`config.mk`:
```
export PLATFORM = sky130hd
export DESIGN_NAME = elastic_unshift
export DESIGN_NICKNAME = d
export VERILOG_FILES = /design/src/rtl/elastic_unshift.sv
export SDC_FILE = /design/constraint.sdc
export NUM_CORES = 1
export LEC_CHECK = 0
export CELL_PAD_IN_SITES_DETAIL_PLACEMENT = 1
export CELL_PAD_IN_SITES_GLOBAL_PLACEMENT = 1
export CORE_MARGIN = 10
export CORE_UTILIZATION = 40
export CTS_CLUSTER_SIZE = 28
export DETAILED_ROUTE_END_ITERATION = 6
export PLACE_DENSITY_LB_ADDON = 0.1
export REMOVE_ABC_BUFFERS = 1
export SYNTH_ARGS = -nofsm -noshare
export SYNTH_HDL_FRONTEND = slang
export SYNTH_SLANG_ARGS = --single-unit
```
`constraint.sdc`:
```
create_clock -name clk -period 2.9 [get_ports clk]
set_clock_uncertainty 0.15 [all_clocks]
set_input_delay 0.435 -clock clk [delete_from_list [all_inputs] [get_ports clk]]
set_output_delay 0.435 -clock clk [all_outputs]
set_load 0.005 [all_outputs]
```
`src/rtl/elastic_unshift.sv`:
```
// Two-entry skid buffer that decodes left-shifted-by-2 words back to their natural form
// and flags words whose two low bits were not zero. Also counts delivered and errored words.
module elastic_unshift #(
    parameter int WIDTH = 32,
    parameter int CNT_W = 16
) (
    input  logic             clk,
    input  logic             rstf,
    input  logic [WIDTH-1:0] t0_data,
    input  logic             t0_valid,
    output logic             t0_ready,
    output logic [WIDTH-1:0] i0_data,
    output logic             i0_err,
    output logic             i0_valid,
    input  logic             i0_ready,
    input  logic             clr,
    output logic [CNT_W-1:0] word_cnt,
    output logic [CNT_W-1:0] err_cnt
);

    typedef enum logic [1:0] {
        S_EMPTY = 2'd0,
        S_ONE   = 2'd1,
        S_FULL  = 2'd2
    } state_t;

    state_t           state_q, state_d;
    logic [WIDTH-1:0] out_data_q, out_data_d;
    logic             out_err_q, out_err_d;
    logic [WIDTH-1:0] skid_data_q, skid_data_d;
    logic             skid_err_q, skid_err_d;
    logic             t0_ready_q, t0_ready_d;
    logic [CNT_W-1:0] word_cnt_q, word_cnt_d;
    logic [CNT_W-1:0] err_cnt_q, err_cnt_d;

    logic [WIDTH-1:0] dec_data;
    logic             dec_err;
    logic             valid_w;
    logic             t0_xfer;
    logic             i0_xfer;

    assign dec_data = {2'b00, t0_data[WIDTH-1:2]};
    assign dec_err  = t0_data[1] | t0_data[0];
    assign valid_w  = (state_q == S_ONE) || (state_q == S_FULL);
    assign t0_xfer  = t0_valid & t0_ready_q;
    assign i0_xfer  = valid_w & i0_ready;

    always_comb begin
        state_d     = state_q;
        out_data_d  = out_data_q;
        out_err_d   = out_err_q;
        skid_data_d = skid_data_q;
        skid_err_d  = skid_err_q;
        unique case (state_q)
            S_EMPTY: begin
                if (t0_xfer) begin
                    out_data_d = dec_data;
                    out_err_d  = dec_err;
                    state_d    = S_ONE;
                end
            end
            S_ONE: begin
                if (t0_xfer && i0_xfer) begin
                    out_data_d = dec_data;
                    out_err_d  = dec_err;
                end else if (t0_xfer) begin
                    skid_data_d = dec_data;
                    skid_err_d  = dec_err;
                    state_d     = S_FULL;
                end else if (i0_xfer) begin
                    state_d = S_EMPTY;
                end
            end
            S_FULL: begin
                if (i0_xfer) begin
                    out_data_d = skid_data_q;
                    out_err_d  = skid_err_q;
                    state_d    = S_ONE;
                end
            end
            default: state_d = S_EMPTY;
        endcase
        // Ready is registered from the next state so it never depends on i0_ready combinationally.
        t0_ready_d = (state_d != S_FULL);
    end

    always_comb begin
        word_cnt_d = word_cnt_q;
        err_cnt_d  = err_cnt_q;
        if (clr) begin
            word_cnt_d = '0;
            err_cnt_d  = '0;
        end else if (i0_xfer) begin
            if (!(&word_cnt_q)) word_cnt_d = word_cnt_q + 1'b1;
            if (out_err_q && !(&err_cnt_q)) err_cnt_d = err_cnt_q + 1'b1;
        end
    end

    always_ff @(posedge clk or negedge rstf) begin
        if (!rstf) begin
            state_q     <= S_EMPTY;
            out_data_q  <= '0;
            out_err_q   <= 1'b0;
            skid_data_q <= '0;
            skid_err_q  <= 1'b0;
            t0_ready_q  <= 1'b0;
            word_cnt_q  <= '0;
            err_cnt_q   <= '0;
        end else begin
            state_q     <= state_d;
            out_data_q  <= out_data_d;
            out_err_q   <= out_err_d;
            skid_data_q <= skid_data_d;
            skid_err_q  <= skid_err_d;
            t0_ready_q  <= t0_ready_d;
            word_cnt_q  <= word_cnt_d;
            err_cnt_q   <= err_cnt_d;
        end
    end

    assign t0_ready = t0_ready_q;
    assign i0_valid = valid_w;
    assign i0_data  = out_data_q;
    assign i0_err   = out_err_q;
    assign word_cnt = word_cnt_q;
    assign err_cnt  = err_cnt_q;

endmodule

```
==> summary.md <==
| Metric | Value |
|---|---|
| Primary FF master, synth | `dfrtp_1` |
| Setup_tns | `0 ns` |
| CP arrival | `2.73 ns` |
| Clock tree root driver cell | `clkbuf_16` |
| Worst endpoint required time | `3.01 ns` |
| Clock transition at path regs | `0.07 ns` |
| CP Buf/Inv Count | `2` |
| Detail Placement HPWL | `8.741 mm` |
| First-pass GRT wire length | `20.14 mm` |
| Max Clk Rate | `382.2 MHz` |
| Starting Density | `41.10%` |
| Core Util, Final | `54.99%` |
| Die Wd | `128.8 microns` |
| Yosys top cell area share | `51.28%` |
| Placer congestion estimate | `0.7312` |
| Port Buffer Count | `101` |
| Worst Path Max Fanout | `8` |
| Chip height | `128.8 microns` |
| Slew headroom | `56.33%` |
| Worst skew pair latency | `0.34 ns` |
| Mapped cell area | `4733 sq um` |
| Peak VDD IR | `0.0004510 V` |
| Finished Layout Cells | `649` |
| Clk buf depth | `2` |
| P&R area growth vs syn | `33.78%` |
| Via count | `3592` |
| Clock Sinks | `97` |
| Row count | `39` |
| Area post-placement | `5981 sq um` |
| Die area | `16580 sq um` |
| Antenna-violating nets left | `0` |
| First-pass iteration count of the detailed router | `4` |
| Avg Vias per Cell | `5.535` |
| # IOs | `104` |
| Worst setup margin | `0.2839 ns` |
| CP max stage cell | `or4_1` |
| Synth area leaders | `dfrtp_1 (51%), mux2_2 (23%), a21oi_1 (2.2%)` |
| CP max stage delay | `0.50 ns` |
| Hold Slack | `0.3304 ns` |
| FFs w/ async S/R, synth | `100.0%` |
| Power Density | `885.0 nW/um^2` |
| Filler cell count | `1229` |
| Number of enable flip-flop cells after synthesis | `0` |
| Final Slew Violations | `0` |
| Top-count cell post-synth | `mux2_2` |
| CTS buffer count | `9` |
| Setup Viol. Count Final | `0` |
| Register area | `2427 sq um` |
| Synth cell count leaders | `mux2_2 (98), dfrtp_1 (97), a21oi_1 (21), nand2_1 (19), nor2_1 (14)` |
| Power Total | `5.604 mW` |
| Worst Tran Pin Value | `0.6496 ns` |
| Mapped Cells | `396` |
| Post-DR wirelength/cell | `18.96 microns` |
| Syn. warnings | `0` |
| Final Hold Fails | `0` |
| DR iter-0 viols | `156` |
| Post-route cell area | `6332 sq um` |
| Gr ovfl total | `0` |
| N_diodes | `0` |
| Register area share after synthesis | `51.28%` |
| Yosys top cell by area | `dfrtp_1` |
| CTS tree | `built` |
| Vias in the first global route | `3898` |
| Remaining DRCs | `0` |
| CORE AREA | `11520 sq um` |
| Routed WL | `12.30 mm` |
| Fin crit share | `90.21%` |
| Final layout net count | `544` |
| Yosys cell types | `46` |
| Setup WS pre-CTS | `0.1532 ns` |
| Flops & latches, synth | `97` |
| Share of layout cells above drive strength 1 | `26.28%` |
| CP cell instances | `inv_1, ha_1, and3_1, nand3_1, buf_4, or4_1, a21oi_1` |
| Worst Hold Class | `reg -> reg` |
| Status | `finished, final reports clean` |
| Htree depth | `3` |
| Post-CTS setup buffers | `0` |
| Top cell family by delay on the critical path | `simple AND/OR/NAND/NOR gates` |
| WS Path Type | `reg -> reg` |
| MaxCap Viol Count | `0` |
| Crit path capture type | `flip-flop` |
| Min cycle time layout | `2.616 ns` |
| Unrepaired setup endpoints after global routing | `false` |
| Initial antenna violation count | `0` |
| DP Cell Count | `632` |
| Static leakage | `2.508 nW` |
| Avg Synthesized Cell Area | `11.95 sq um` |
| Footprint of the multi-input gates | `2200 sq um` |
| CP Launch Type | `flip-flop` |
| Total Routing Usage GR | `15.03%` |
| Largest net degree at the start of global routing | `41` |
## worst register-to-register path, cell delays in order, from the launching register on
cell,delay (ns)
dfrtp_1,0.41
inv_1,0.10
ha_1,0.44
and3_1,0.27
nand3_1,0.25
buf_4,0.25
or4_1,0.50
a21oi_1,0.18
## metal layers
| metal | track usage [%] | part of all wire, % | up-vias |
|---|---|---|---|
| met5 | 0 | 0 | - |
| met4 | 5.619 | 1.5 | 0 |
| met3 | 4.517 | 6.4 | 9 |
| met2 | 25.12 | 49 | 74 |
| met1 | 17.93 | 43 | 1827 |
| li1 | - | - | 1682 |
## registers in the layout, indices dropped and copies added, names as in the netlist
name	count
skid_data_q	30
state_q	2
err_cnt	16
i0_err	1
t0_ready	1
skid_err_q	1
i0_data	30
word_cnt	16
## logic make-up after synthesis
family                     Yosys count  share of synthesized area [%]
buffers and inverters               29                          2.485
DFF                                 97                          51.28
and+or+nand+nor                    104                          12.50
AOI/OAI and AO/OA                   58                          8.115
muxes                              100                          23.74
adders and majority gates            7                          1.797
other                                1                        0.07923
## worst paths after layout
path,start,end,slack (ns),cells after the start
worst max register to register,state_q[1],err_cnt[8],0.28,7
min in group asynchronous,rstf,err_cnt[8],0.45,2
worst min register to register,skid_err_q,skid_err_q,0.33,2
max in group asynchronous,rstf,i0_data[11],1.46,3
worst max-delay path,state_q[1],err_cnt[8],0.28,7
worst min-delay path,skid_err_q,skid_err_q,0.33,2
## placed cells by master, fill, tap and decap left out, types with 2 or more instances in the layout
cell             count
nor2_1              14
buf_12               4
nand4_1              8
mux2_2              98
o21ai_0              8
buf_4                8
ha_1                 5
nand2_1             19
nor4_2               2
conb_1               2
and3_1               3
dfrtp_1             97
or2_2                2
nor4_1               5
or4_1                9
nand3_1             10
inv_1                9
and2_1               2
clkdlybuf4s50_1    100
or3_1                6
nor3_1               5
mux2i_1              2
a21oi_1             21
and4_1               3
clkbuf_16            9
a211oi_1             2
bufinv_16            3
o41ai_1              4
inv_6                2
a21boi_0             3
nor2b_1              9
o311ai_0             2
o31a_1               2
o31ai_1              9
## where the power goes
| group | internal (mW) | switching [mW] |
|---|---|---|
| clock | 0.849 | 0.533 |
| combinational | 1.34 | 0.785 |
| sequential | 1.84 | 0.258 |
| total | 4.03 | 1.58 |
## final cells by class
class,instances,share of cell area [%]
sequential,97,38.33
timing repair buffer,113,18.18
tap,143,2.826
clock buffer,10,3.616
inverter,9,0.5335
clock inverter,6,1.778
multi-input combinational,271,34.74
## repair_timing
action,in CTS,in global routing
resized for setup,0,0
hold endpoints to repair,36,0
hold buffers,1,0
No activity file was read; power rests on OpenSTA's default activity.
